===== src/rtl/lock_in_sequencer_if.sv =====
// ADC sample stream, lock-in engine handshake and decimated result bus
// seen by the lock-in sequencer.
interface lock_in_sequencer_if #(
  parameter int NUM_BITS = 24
);
  logic                adc_valid_i;
  logic [NUM_BITS-1:0] adc_ch1_i;
  logic [NUM_BITS-1:0] adc_ch2_i;
  logic [NUM_BITS-1:0] lia_ch1_o;
  logic [NUM_BITS-1:0] lia_ch2_o;
  logic                lia_tick_o;
  logic                lia_reset_o;
  logic [NUM_BITS-1:0] lia_x_i;
  logic [NUM_BITS-1:0] lia_y_i;
  logic                lia_done_i;
  logic [NUM_BITS-1:0] x_o;
  logic [NUM_BITS-1:0] y_o;
  logic                valid_o;

  // Sequencer side
  modport slave (
    input  adc_valid_i, adc_ch1_i, adc_ch2_i, lia_x_i, lia_y_i, lia_done_i,
    output lia_ch1_o, lia_ch2_o, lia_tick_o, lia_reset_o, x_o, y_o, valid_o
  );

  // ADC front end, engine and consumer side
  modport master (
    output adc_valid_i, adc_ch1_i, adc_ch2_i, lia_x_i, lia_y_i, lia_done_i,
    input  lia_ch1_o, lia_ch2_o, lia_tick_o, lia_reset_o, x_o, y_o, valid_o
  );
endinterface


===== src/rtl/lock_in_sequencer.sv =====
// Drives the shared lock-in engine from the ADC stream, decimates its X/Y
// results and flags dropped samples and hung engines.
module lock_in_sequencer #(
  parameter int NUM_BITS     = 24,
  parameter int DECIM_W      = 16,
  parameter int TIMEOUT      = 64,
  parameter int FLUSH_CYCLES = 4
) (
  input  logic               clk_i,
  input  logic               reset_i,
  input  logic               enable_i,
  input  logic               clear_i,
  input  logic [DECIM_W-1:0] decim_i,
  lock_in_sequencer_if.slave bus,
  output logic               busy_o,
  output logic               overrun_o,
  output logic               timeout_o
);

  localparam int TO_W = $clog2(TIMEOUT + 1);
  localparam int FL_W = $clog2(FLUSH_CYCLES + 1);

  typedef enum logic [2:0] {IDLE, FLUSH, WAIT_SAMPLE, TICK, WAIT_DONE} state_t;

  state_t state, state_nxt;

  logic [FL_W-1:0]     flush_cnt;
  logic [TO_W-1:0]     to_cnt;
  logic [DECIM_W-1:0]  dec_cnt;
  logic [DECIM_W:0]    dec_next;
  logic [DECIM_W:0]    decim_eff;
  logic [NUM_BITS-1:0] ch1_q, ch2_q, x_q, y_q;
  logic                tick_q, lia_reset_q, valid_q;

  logic done_ev, accept, emit, drop, timeout_hit, flush_entry;
  logic tick_nxt, lia_reset_nxt, busy_nxt;

  // Event decode; enable_i low discards everything in flight
  assign done_ev     = enable_i && (state == WAIT_DONE) && bus.lia_done_i;
  assign accept      = enable_i && bus.adc_valid_i &&
                       ((state == WAIT_SAMPLE) || done_ev);
  assign drop        = enable_i && bus.adc_valid_i && !accept &&
                       (state != WAIT_SAMPLE);
  assign timeout_hit = enable_i && (state == WAIT_DONE) && !bus.lia_done_i &&
                       (to_cnt == TO_W'(TIMEOUT - 1));
  assign dec_next    = {1'b0, dec_cnt} + {{DECIM_W{1'b0}}, 1'b1};
  assign decim_eff   = (decim_i == '0) ? {{DECIM_W{1'b0}}, 1'b1} : {1'b0, decim_i};
  assign emit        = done_ev && (dec_next >= decim_eff);
  assign flush_entry = (state_nxt == FLUSH) && (state != FLUSH);

  always_ff @(posedge clk_i or negedge reset_i) begin
    if (!reset_i) state <= IDLE;
    else          state <= state_nxt;
  end

  always_comb begin
    state_nxt = state;
    if (!enable_i) begin
      state_nxt = IDLE;
    end else begin
      case (state)
        IDLE:        state_nxt = FLUSH;
        FLUSH:       if (flush_cnt == '0) state_nxt = WAIT_SAMPLE;
        WAIT_SAMPLE: if (bus.adc_valid_i) state_nxt = TICK;
        TICK:        state_nxt = WAIT_DONE;
        WAIT_DONE: begin
          if (bus.lia_done_i) state_nxt = bus.adc_valid_i ? TICK : WAIT_SAMPLE;
          else if (timeout_hit) state_nxt = FLUSH;
        end
        default:     state_nxt = IDLE;
      endcase
    end
  end

  // Outputs are registered, so they are decoded from the next state
  always_comb begin
    tick_nxt      = (state_nxt == TICK);
    lia_reset_nxt = (state_nxt == IDLE) || (state_nxt == FLUSH);
    busy_nxt      = (state_nxt == TICK) || (state_nxt == WAIT_DONE);
  end

  always_ff @(posedge clk_i or negedge reset_i) begin
    if (!reset_i) begin
      flush_cnt   <= '0;
      to_cnt      <= '0;
      dec_cnt     <= '0;
      ch1_q       <= '0;
      ch2_q       <= '0;
      x_q         <= '0;
      y_q         <= '0;
      tick_q      <= 1'b0;
      lia_reset_q <= 1'b1;
      valid_q     <= 1'b0;
      busy_o      <= 1'b0;
      overrun_o   <= 1'b0;
      timeout_o   <= 1'b0;
    end else begin
      tick_q      <= tick_nxt;
      lia_reset_q <= lia_reset_nxt;
      busy_o      <= busy_nxt;
      valid_q     <= emit;

      if (flush_entry)                            flush_cnt <= FL_W'(FLUSH_CYCLES - 1);
      else if (state == FLUSH && flush_cnt != '0) flush_cnt <= flush_cnt - 1'b1;

      if (state == TICK)           to_cnt <= '0;
      else if (state == WAIT_DONE) to_cnt <= to_cnt + 1'b1;

      if (flush_entry)  dec_cnt <= '0;
      else if (emit)    dec_cnt <= '0;
      else if (done_ev) dec_cnt <= dec_next[DECIM_W-1:0];

      if (accept) begin
        ch1_q <= bus.adc_ch1_i;
        ch2_q <= bus.adc_ch2_i;
      end

      if (emit) begin
        x_q <= bus.lia_x_i;
        y_q <= bus.lia_y_i;
      end

      // A set event in the same cycle beats clear_i
      if (drop)         overrun_o <= 1'b1;
      else if (clear_i) overrun_o <= 1'b0;

      if (timeout_hit)  timeout_o <= 1'b1;
      else if (clear_i) timeout_o <= 1'b0;
    end
  end

  assign bus.lia_ch1_o   = ch1_q;
  assign bus.lia_ch2_o   = ch2_q;
  assign bus.lia_tick_o  = tick_q;
  assign bus.lia_reset_o = lia_reset_q;
  assign bus.x_o         = x_q;
  assign bus.y_o         = y_q;
  assign bus.valid_o     = valid_q;

endmodule


===== src/flat_wrapper.sv =====
// flat-port wrapper written by rule: the top's interface ports become plain ports
module lock_in_sequencer_flat 
#(
  parameter int NUM_BITS     = 24,
  parameter int DECIM_W      = 16,
  parameter int TIMEOUT      = 64,
  parameter int FLUSH_CYCLES = 4
)
  (clk_i, reset_i, enable_i, clear_i, decim_i, busy_o, overrun_o, timeout_o, bus_adc_valid_i, bus_adc_ch1_i, bus_adc_ch2_i, bus_lia_x_i, bus_lia_y_i, bus_lia_done_i, bus_lia_ch1_o, bus_lia_ch2_o, bus_lia_tick_o, bus_lia_reset_o, bus_x_o, bus_y_o, bus_valid_o);
  lock_in_sequencer_if #(.NUM_BITS(NUM_BITS)) bus_i ();
  input  logic clk_i;
  input  logic reset_i;
  input  logic enable_i;
  input  logic clear_i;
  input  logic [DECIM_W-1:0] decim_i;
  output logic busy_o;
  output logic overrun_o;
  output logic timeout_o;
  input wire logic [$bits(bus_i.adc_valid_i)-1:0] bus_adc_valid_i;
  input wire logic [$bits(bus_i.adc_ch1_i)-1:0] bus_adc_ch1_i;
  input wire logic [$bits(bus_i.adc_ch2_i)-1:0] bus_adc_ch2_i;
  input wire logic [$bits(bus_i.lia_x_i)-1:0] bus_lia_x_i;
  input wire logic [$bits(bus_i.lia_y_i)-1:0] bus_lia_y_i;
  input wire logic [$bits(bus_i.lia_done_i)-1:0] bus_lia_done_i;
  output wire logic [$bits(bus_i.lia_ch1_o)-1:0] bus_lia_ch1_o;
  output wire logic [$bits(bus_i.lia_ch2_o)-1:0] bus_lia_ch2_o;
  output wire logic [$bits(bus_i.lia_tick_o)-1:0] bus_lia_tick_o;
  output wire logic [$bits(bus_i.lia_reset_o)-1:0] bus_lia_reset_o;
  output wire logic [$bits(bus_i.x_o)-1:0] bus_x_o;
  output wire logic [$bits(bus_i.y_o)-1:0] bus_y_o;
  output wire logic [$bits(bus_i.valid_o)-1:0] bus_valid_o;
  assign bus_i.adc_valid_i = bus_adc_valid_i;
  assign bus_i.adc_ch1_i = bus_adc_ch1_i;
  assign bus_i.adc_ch2_i = bus_adc_ch2_i;
  assign bus_i.lia_x_i = bus_lia_x_i;
  assign bus_i.lia_y_i = bus_lia_y_i;
  assign bus_i.lia_done_i = bus_lia_done_i;
  assign bus_lia_ch1_o = bus_i.lia_ch1_o;
  assign bus_lia_ch2_o = bus_i.lia_ch2_o;
  assign bus_lia_tick_o = bus_i.lia_tick_o;
  assign bus_lia_reset_o = bus_i.lia_reset_o;
  assign bus_x_o = bus_i.x_o;
  assign bus_y_o = bus_i.y_o;
  assign bus_valid_o = bus_i.valid_o;
  lock_in_sequencer #(.NUM_BITS(NUM_BITS), .DECIM_W(DECIM_W), .TIMEOUT(TIMEOUT), .FLUSH_CYCLES(FLUSH_CYCLES)) u_core (.clk_i(clk_i), .reset_i(reset_i), .enable_i(enable_i), .clear_i(clear_i), .decim_i(decim_i), .bus(bus_i), .busy_o(busy_o), .overrun_o(overrun_o), .timeout_o(timeout_o));
endmodule

===== config.mk =====
export PLATFORM = sky130hd
export DESIGN_NAME = lock_in_sequencer_flat
export DESIGN_NICKNAME = d
export VERILOG_FILES = /design/src/rtl/lock_in_sequencer_if.sv /design/src/rtl/lock_in_sequencer.sv /design/src/flat_wrapper.sv
export SDC_FILE = /design/constraint.sdc
export NUM_CORES = 1
export LEC_CHECK = 0
export ABC_CLOCK_PERIOD_IN_PS = 3420
export CORE_AREA = 2 2 126 128
export CTS_BUF_LIST = sky130_fd_sc_hd__clkbuf_16
export DETAILED_ROUTE_END_ITERATION = 10
export DIE_AREA = 0 0 128 130
export MAX_ROUTING_LAYER = met4
export PLACE_DENSITY = 0.76
export SYNTH_ARGS = -nofsm -noshare
export SYNTH_HDL_FRONTEND = slang
export SYNTH_SLANG_ARGS = --single-unit

===== constraint.sdc =====
create_clock -name clk_i -period 3.42 [get_ports clk_i]
set_input_delay 0.684 -clock clk_i [delete_from_list [all_inputs] [get_ports clk_i]]
set_output_delay 0.684 -clock clk_i [all_outputs]
set_load 0.01 [all_outputs]

# ---- Word-level counts from Yosys, hierarchy flattened
# Cells that the tools add are included.
dict set report totals {
  reg_bits 131
  in_bits 118
  out_inout_bits 102
  elab_cells 72
}
dict set report op_classes {
  n_addsub 3
  n_lt_le_gt_ge 1
  eq_ne 10
  muxes 18
  reduce_logical 26
}
# cell count
set op_table {}
lappend op_table {{16-bit 2-to-1 mux} 4}
lappend op_table {{3-bit 2-to-1 mux} 7}
lappend op_table {{16-bit by 1-bit adder with 17-bit output, second input constant} 1}
lappend op_table {{17-bit >= comparator} 1}
lappend op_table {{16-bit zero test} 1}
lappend op_table {{3-bit case mux with 5 select lines} 1}
lappend op_table {{7-bit 2-to-1 mux} 2}
lappend op_table {{1-bit logical AND} 11}
lappend op_table {{3-bit by 2-bit == test with 1-bit output, second input constant} 3}
lappend op_table {{3-bit zero test} 3}
lappend op_table {{2-bit nonzero test} 4}
lappend op_table {{7-bit by 1-bit adder with 7-bit output, second input constant} 1}
lappend op_table {{7-bit by 6-bit == test with 1-bit output, second input constant} 1}
lappend op_table {{3-bit by 1-bit == test with 1-bit output, second input constant} 2}
lappend op_table {{3-bit == test, second input constant} 2}
lappend op_table {{3-bit nonzero test} 2}
lappend op_table {{1-bit 2-to-1 mux} 4}
lappend op_table {{1-bit logical OR} 3}
lappend op_table {{3-bit by 1-bit != test with 1-bit output, second input constant} 1}
lappend op_table {{3-bit by 2-bit != test with 1-bit output, second input constant} 1}
lappend op_table {{3-bit by 1-bit subtractor with 3-bit output, second input constant} 1}
lappend op_table {{1-bit zero test} 2}

# ---- Depth between registers and ports, before layout
# Gate-level depths: netlist of the first run.
dict set report logic_depth {
  depth_word 11
  ltp_mapped 15
  mapped_depth_nobuf 12
}

# ---- Worst setup path before layout of the first run
# No wires, ideal clock.
dict set report synth_path {
  path_type {reg-to-reg}
  from {reg u_core.dec_cnt[5]}
  to {reg u_core.y_q[14], in the netlist u_core.bus.y_o[14]}
  setup_ps 125
  arrival_ps 3201
  required_ps 3295
  slack_ps 94
  stages_incl_launch_ff 16
  path_buffers 3
  period_less_slack_ps 3326
  path_cell_list {dfrtp_1 clkbuf_1 and4_1 nand3_1 nor3_1 nand4_1 xnor2_1 ha_1 nand3_1 nor3_1 a31o_1 a31oi_2 a31oi_2 buf_6 buf_6 mux2_4}
}
dict set report synth_between {
  elab_chain_cells 3
}
# element line
set synth_lines {}
lappend synth_lines {{from (decl)} lock_in_sequencer.sv:29} ;# logic [DECIM_W-1:0] dec_cnt;
lappend synth_lines {{from (signal assigned)} lock_in_sequencer.sv:111} ;# else if (done_ev) dec_cnt <= dec_next[DECIM_W-1:0];
lappend synth_lines {{16-bit by 1-bit adder with 17-bit output} lock_in_sequencer.sv:46} ;# assign dec_next = {1'b0, dec_cnt} + {{DECIM_W{1'b0}}, 1'b1};
lappend synth_lines {{17-bit >= comparator} lock_in_sequencer.sv:48} ;# assign emit = done_ev && (dec_next >= decim_eff);
lappend synth_lines {{1-bit logical AND} lock_in_sequencer.sv:48}
lappend synth_lines {{net u_core.emit} lock_in_sequencer.sv:35} ;# logic done_ev, accept, emit, drop, timeout_hit, flush_entry;
lappend synth_lines {{to (signal assigned)} lock_in_sequencer.sv:120} ;# y_q <= bus.lia_y_i;
lappend synth_lines {{to (decl)} lock_in_sequencer.sv:32} ;# logic [NUM_BITS-1:0] ch1_q, ch2_q, x_q, y_q;
# The timed path passes the listed nets, and every way through them passes these cells.
# A chain may end at the register's enable or synchronous reset.

# ---- Worst setup path after layout of the first run
dict set report layout_path {
  from {reg u_core.dec_cnt[3]}
  to {reg u_core.y_q[3], in the netlist u_core.bus.y_o[3]}
}
dict set report layout_between {
  elab_chain_cells 3
}
# element line
set layout_lines {}
lappend layout_lines {{16-bit by 1-bit adder with 17-bit output} lock_in_sequencer.sv:46}
lappend layout_lines {{17-bit >= comparator} lock_in_sequencer.sv:48}
lappend layout_lines {{1-bit logical AND} lock_in_sequencer.sv:48}
# Every way passes these cells.

==> results of run 1 <==
-- Yosys cell counts (6+ instances only) --
| library cell | number |
|---|---|
| mux2_2 | 39 |
| dfrtp_1 | 130 |
| nand4_1 | 8 |
| nor2_1 | 15 |
| mux2_4 | 57 |
| ha_1 | 20 |
| a32o_1 | 13 |
| buf_2 | 6 |
| xnor2_1 | 12 |
| nand3_1 | 19 |
| buf_6 | 7 |
| inv_1 | 24 |
| nand2_1 | 21 |
| o21ai_0 | 6 |
| nor3_1 | 6 |
| a21oi_1 | 6 |
-- final cells by class --
class,count,share of cell area
Clock inverter,15,0.0162
Sequential cell,131,0.354
Clock buffer,17,0.0459
Inverter,24,0.00972
Multi-Input combinational cell,281,0.291
Tap cell,192,0.0259
Timing Repair Buffer,235,0.257
-- sequential cells by signal, summed over array words and instances, names as in the netlist, 3 cells and up --
name	flops
u_core.bus.lia_ch1_o	24
u_core.bus.lia_ch2_o	24
u_core.bus.x_o	24
u_core.bus.y_o	24
u_core.dec_cnt	16
u_core.to_cnt	7
u_core.flush_cnt	3
u_core.state	3
-- power breakdown --
group / leakage [nW] / switching [mW] / internal (mW)
Clock: 0.281 / 0.634 / 1.12
Combinational: 2.31 / 0.563 / 1.08
Sequential: 1.73 / 0.193 / 1.87
-- worst max-delay path: stages (launching register included) --
cell and delay, ns:
dfrtp_1 0.40, and3_1 0.21, nand3_2 0.17, nor3_4 0.22, nand4_1 0.17, xnor2_2 0.19, ha_1 0.35, nand3_1 0.12
nor3_2 0.19, a31o_1 0.22, a31oi_4 0.05, a31oi_4 0.17, buf_12 0.15, buf_6 0.20, mux2_2 0.35
-- through the flow --
step | hold slack (ns) | instances
final | 0.252 | 895
after global routing | 0.306 | 895
after detailed placement | 0.477 | 858
after floorplan | 0.388 | 455
after CTS | 0.273 | 890
after global placement | 0.464 | 858
-- final timing paths --
path                                               end  slack [ns]  cells after the start
worst max register to register       u_core.bus.y_o[3]        0.14                     14
worst min-delay path                u_core.bus.y_o[23]        0.25                      1
min in group clk_i                    u_core.overrun_o        0.49                      1
worst max-delay path                 u_core.bus.y_o[3]        0.14                     14
max in group asynchronous       u_core.bus.lia_reset_o        2.34                      2
worst min register to register        u_core.overrun_o        0.49                      1
-- metal layers --
metal | vias up | routed length, um
met5 | - | 0
met4 | 0 | 354
met3 | 30 | 594
met2 | 142 | 7780
met1 | 2245 | 6300
li1 | 2114 | -
-- what timing repair did --
| action | CTS | global route |
|---|---|---|
| setup buffers | 0 | 3 |
| endpoints found under the setup margin | 0 | 61 |
| resized for setup | 0 | 10 |
-- cells by family after synthesis --
family,after synthesis,share of synthesized area
AOI/OAI and AO/OA,52,0.0727
xor gates and xnor gates,16,0.0228
adders and majority gates,20,0.0407
buffers and inverters,43,0.0368
DFF,131,0.533
muxes,97,0.212
and+or+nand+nor,96,0.0812
==> flow_metrics.tcl, run 1 <==
set metrics [dict create \
    outcome "complete, no violations" \
    finalCriticalPeriod_ns 3.28 \
    pre_cts_ws_ns 0.0994 \
    worst_pin_slew_ns 0.732 \
    wl_per_cell_um 16.8 \
    drive_gt1_frac 0.228 \
    endpoint_kind "flop" \
    syn_to_final_growth_pct 50.7 \
    vias 4531 \
    setup_viol 0 \
    antenna_cells 0 \
    synth_nets 593 \
    vdd_drop_max_uv 364 \
    nFillCells 1226 \
    mostFrequentLayoutCells "clkdlybuf4s50_1, dfrtp_1, mux2_4" \
    ys_types 55 \
    total_power_mw 5.46 \
    coreArea_sq_um 15400 \
    cts_buffers 17 \
    crit_path_start "u_core.dec_cnt[3]" \
    yosys-top-cells-area "dfrtp_1, mux2_4, mux2_2" \
    stdcell_area_sq_um 9270 \
    max_freq_mhz 305 \
    fp.dieH_um 130 \
    rows 46 \
    postSynthAreaPerCell_sq_um 13.5 \
    async_flop_share 1.00 \
    ys_seq_area_frac 0.533 \
    post_synth_instance_area_sq_um 6150 \
    power_density_nw_per_um2 589 \
    fin_util 0.601 \
    clkTransAtPathRegs_ns 0.05 \
    postCtsHoldBufs 0 \
    routed_via_density 5.06 \
    use_met2 0.306 \
    track_usage 0.186 \
    layout_commonest_cell "clkdlybuf4s50_1" \
    antenna_left 0 \
    cts.sink_count 131 \
    worstSetupStartpointType "flop" \
    crit_arrival_ns 3.57 \
    synth-main-ff-cell "dfrtp_1" \
    drt_wl_total_mm 15.0 \
    top_usage_layer "met2" \
    r2r-start "u_core.dec_cnt[3]" \
    finalHoldViolCount 0 \
    hp-class "input pin to async pin" \
    place_area_sq_um 8570 \
    yosysWarnings 0 \
    seqCellArea_sq_um 3280 \
    initial_utilization 0.399 \
    firstDrtPassIters 4 \
    leakagePower_nw 4.32 \
    finalCritPeriodShare 0.959 \
    first_global_vias 4736 \
    post-dp-hpwl_mm 10.9 \
    gr-total-overflow 0 \
    synthCells 455 \
    fp.dieW_um 128 \
    nets 828 \
    drt_iter0_markers 173 \
    cts_max_level 4 \
    multi_input_area_sq_um 2700 \
    finalSetupTns_ns 0 \
    worst_ep_required_time_ns 3.71 \
    synth-edff-count 0 \
    grt_max_degree 67 \
    ys_ff_latch 131 \
    synth_top_area_share 0.529 \
    maxCapViolCount 0 \
    portBuffers 219 \
    die_area_sq_um 16600 \
    grtUsageMet3 0.0349 \
    grt_pass1_wl_mm 23.8 \
    cts_tree "done" \
    yosys.area.top_type "dfrtp_1" \
    critPathMaxFanout 12 \
    antenna_found_initial 0 \
    layout_setup_ws_ns 0.141 \
    place.gp.congestion 0.893 \
    clock_latency_ns 0.41 \
    skew_ns 0.00777 \
    slew_headroom 0.512 \
    use_met1 0.224 \
    critPathKind "flop to flop" \
    clockBufferDepth 2 \
    root_buffer "clkbuf_16" \
    slew_violations 0 \
    drcViolationCount 0 \
    io_pins 220 \
]
Note: power is estimated with default switching activity, not from simulation.
==> run 2: changes to the inputs <==
--- a/config.mk
+++ b/config.mk
@@ -7,11 +7,10 @@
 export LEC_CHECK = 0
 export ABC_CLOCK_PERIOD_IN_PS = 3420
 export CORE_AREA = 2 2 126 128
-export CTS_BUF_LIST = sky130_fd_sc_hd__clkbuf_16
 export DETAILED_ROUTE_END_ITERATION = 10
 export DIE_AREA = 0 0 128 130
 export MAX_ROUTING_LAYER = met4
-export PLACE_DENSITY = 0.76
+export PLACE_DENSITY = 0.78
 export SYNTH_ARGS = -nofsm -noshare
 export SYNTH_HDL_FRONTEND = slang
 export SYNTH_SLANG_ARGS = --single-unit
==> flow_metrics.tcl, run 2 (synthesis results as in run 1) <==
set metrics [dict create \
    setup_viol 0 \
    antenna_cells 0 \
    vias 4549 \
    grt_max_degree 63 \
    layout_commonest_cell "clkdlybuf4s50_1" \
    wl_per_cell_um 16.9 \
    worstSetupStartpointType "flop" \
    cts_buffers 17 \
    drt_wl_total_mm 15.1 \
    antenna_found_initial 0 \
    slew_violations 0 \
    critPathMaxFanout 12 \
    first_global_vias 4677 \
    seqCellArea_sq_um 3280 \
    crit_slowest_cell "dfrtp_1" \
    grt_pass1_wl_mm 23.3 \
    drt_iter0_markers 208 \
    nets 827 \
    cts_tree "done" \
    finalCriticalPeriod_ns 3.23 \
    nFillCells 1191 \
    layout_setup_ws_ns 0.194 \
    slew_headroom 0.451 \
    rows 46 \
    firstDrtPassIters 5 \
    root_buffer "clkbuf_16" \
    vdd_drop_max_uv 359 \
    fin_util 0.602 \
    crit_arrival_ns 3.52 \
    cts_max_level 4 \
    skew_ns 0.00669 \
    syn_to_final_growth_pct 51.1 \
    fp.dieW_um 128 \
    worst_ep_required_time_ns 3.71 \
    postCtsHoldBufs 0 \
    clockBufferDepth 2 \
    place.gp.congestion 0.912 \
    worst_pin_slew_ns 0.823 \
    cts.sink_count 131 \
    coreArea_sq_um 15400 \
    hp-class "input pin to async pin" \
    gr-total-overflow 0 \
    total_power_mw 5.64 \
    routed_via_density 5.09 \
    leakagePower_nw 4.31 \
    finalCritPeriodShare 0.943 \
    io_pins 220 \
    power_density_nw_per_um2 607 \
    post-dp-hpwl_mm 10.9 \
    path_cells "and4_1, nand3_1, nor3_2, nand4_1, xnor2_1, ha_1, nand3_1, nor3_2, a31o_1, a31oi_2, a31oi_4, buf_12, buf_6, mux2_4" \
    track_usage 0.183 \
    r2r-start "u_core.dec_cnt[7]" \
    drive_gt1_frac 0.225 \
    cpPeakStageDelay_ns 0.43 \
    max_freq_mhz 310 \
    finalHoldViolCount 0 \
    critPathKind "flop to flop" \
    drcViolationCount 0 \
    initial_utilization 0.399 \
    clock_latency_ns 0.41 \
    clkTransAtPathRegs_ns 0.05 \
    mostFrequentLayoutCells "clkdlybuf4s50_1, dfrtp_1, mux2_4" \
    maxCapViolCount 0 \
    endpoint_kind "flop" \
    antenna_left 0 \
    pre_cts_ws_ns 0.109 \
    rsz0062_at_grt "false" \
    multi_input_area_sq_um 2670 \
    outcome "complete, no violations" \
    finalSetupTns_ns 0 \
    fp.dieH_um 130 \
    crit_path_start "u_core.dec_cnt[7]" \
    portBuffers 219 \
    die_area_sq_um 16600 \
]
-- run 2: cell count changes in the layout (fill, tap and decap cells not counted), sizes merged --
| cell | change |
|---|---|
| inv | -2 |
| clkbuf | +7 |
| bufinv | +1 |
| clkinv | -6 |
| buf | -1 |
-- run 2: per-stage QoR --
step | area, sq um | cells | hold slack, ns
final | 9290 | 894 | 0.360
after floorplan | 6150 | 455 | 0.388
after CTS | 9220 | 891 | 0.389
after detailed placement | 8580 | 859 | 0.480
after global routing | 9290 | 894 | 0.414
after global placement | 8580 | 859 | 0.466
-- run 2: report_power, final --
group          total (mW)  switching, mW  internal, mW
Combinational        1.64          0.567          1.08
Clock                1.93          0.637          1.30
Sequential           2.06          0.192          1.87
Total                5.64           1.40          4.24
-- run 2: area by class of cell --
type | count | share of cell area
clock buffers | 24 | 0.0529
clock inverters | 8 | 0.0159
inverters | 24 | 0.00970
multi-input cells | 281 | 0.287
flip-flops and latches | 131 | 0.353
well taps | 192 | 0.0259
repair buffers | 234 | 0.256
-- run 2: worst paths after layout --
path,end,slack [ns],cells after the start
setup / recovery,u_core.bus.y_o[18],0.19,14
hold / removal,u_core.bus.x_o[21],0.36,1
setup reg to reg,u_core.bus.y_o[18],0.19,14
hold reg to reg,u_core.to_cnt[6],0.49,1
max in group asynchronous,u_core.bus.y_o[13],2.23,2
min in group clk_i,u_core.to_cnt[6],0.49,1
-- run 2: what timing repair did --
item | CTS | global route
setup buffers | 0 | 1
endpoints found under the setup margin | 0 | 60
gates resized for setup | 0 | 4
-- run 2: per-layer routing --
metal | wire [um] | global-route usage | vias up
met5 | 0 | - | -
met4 | 214 | 0.0659 | 0
met3 | 824 | 0.0467 | 22
met2 | 7840 | 0.306 | 150
met1 | 6230 | 0.215 | 2266
li1 | - | - | 2111
-- run 2: critical path: cells and delay by family (launching register included) --
family	cells	cell delay (ns)
adders and majority gates	1	0.30
DFF	1	0.43
buffers and inverters	2	0.32
AOI/OAI and AO/OA	3	0.57
xor gates and xnor gates	1	0.25
and+or+nand+nor	6	0.93
muxes	1	0.31
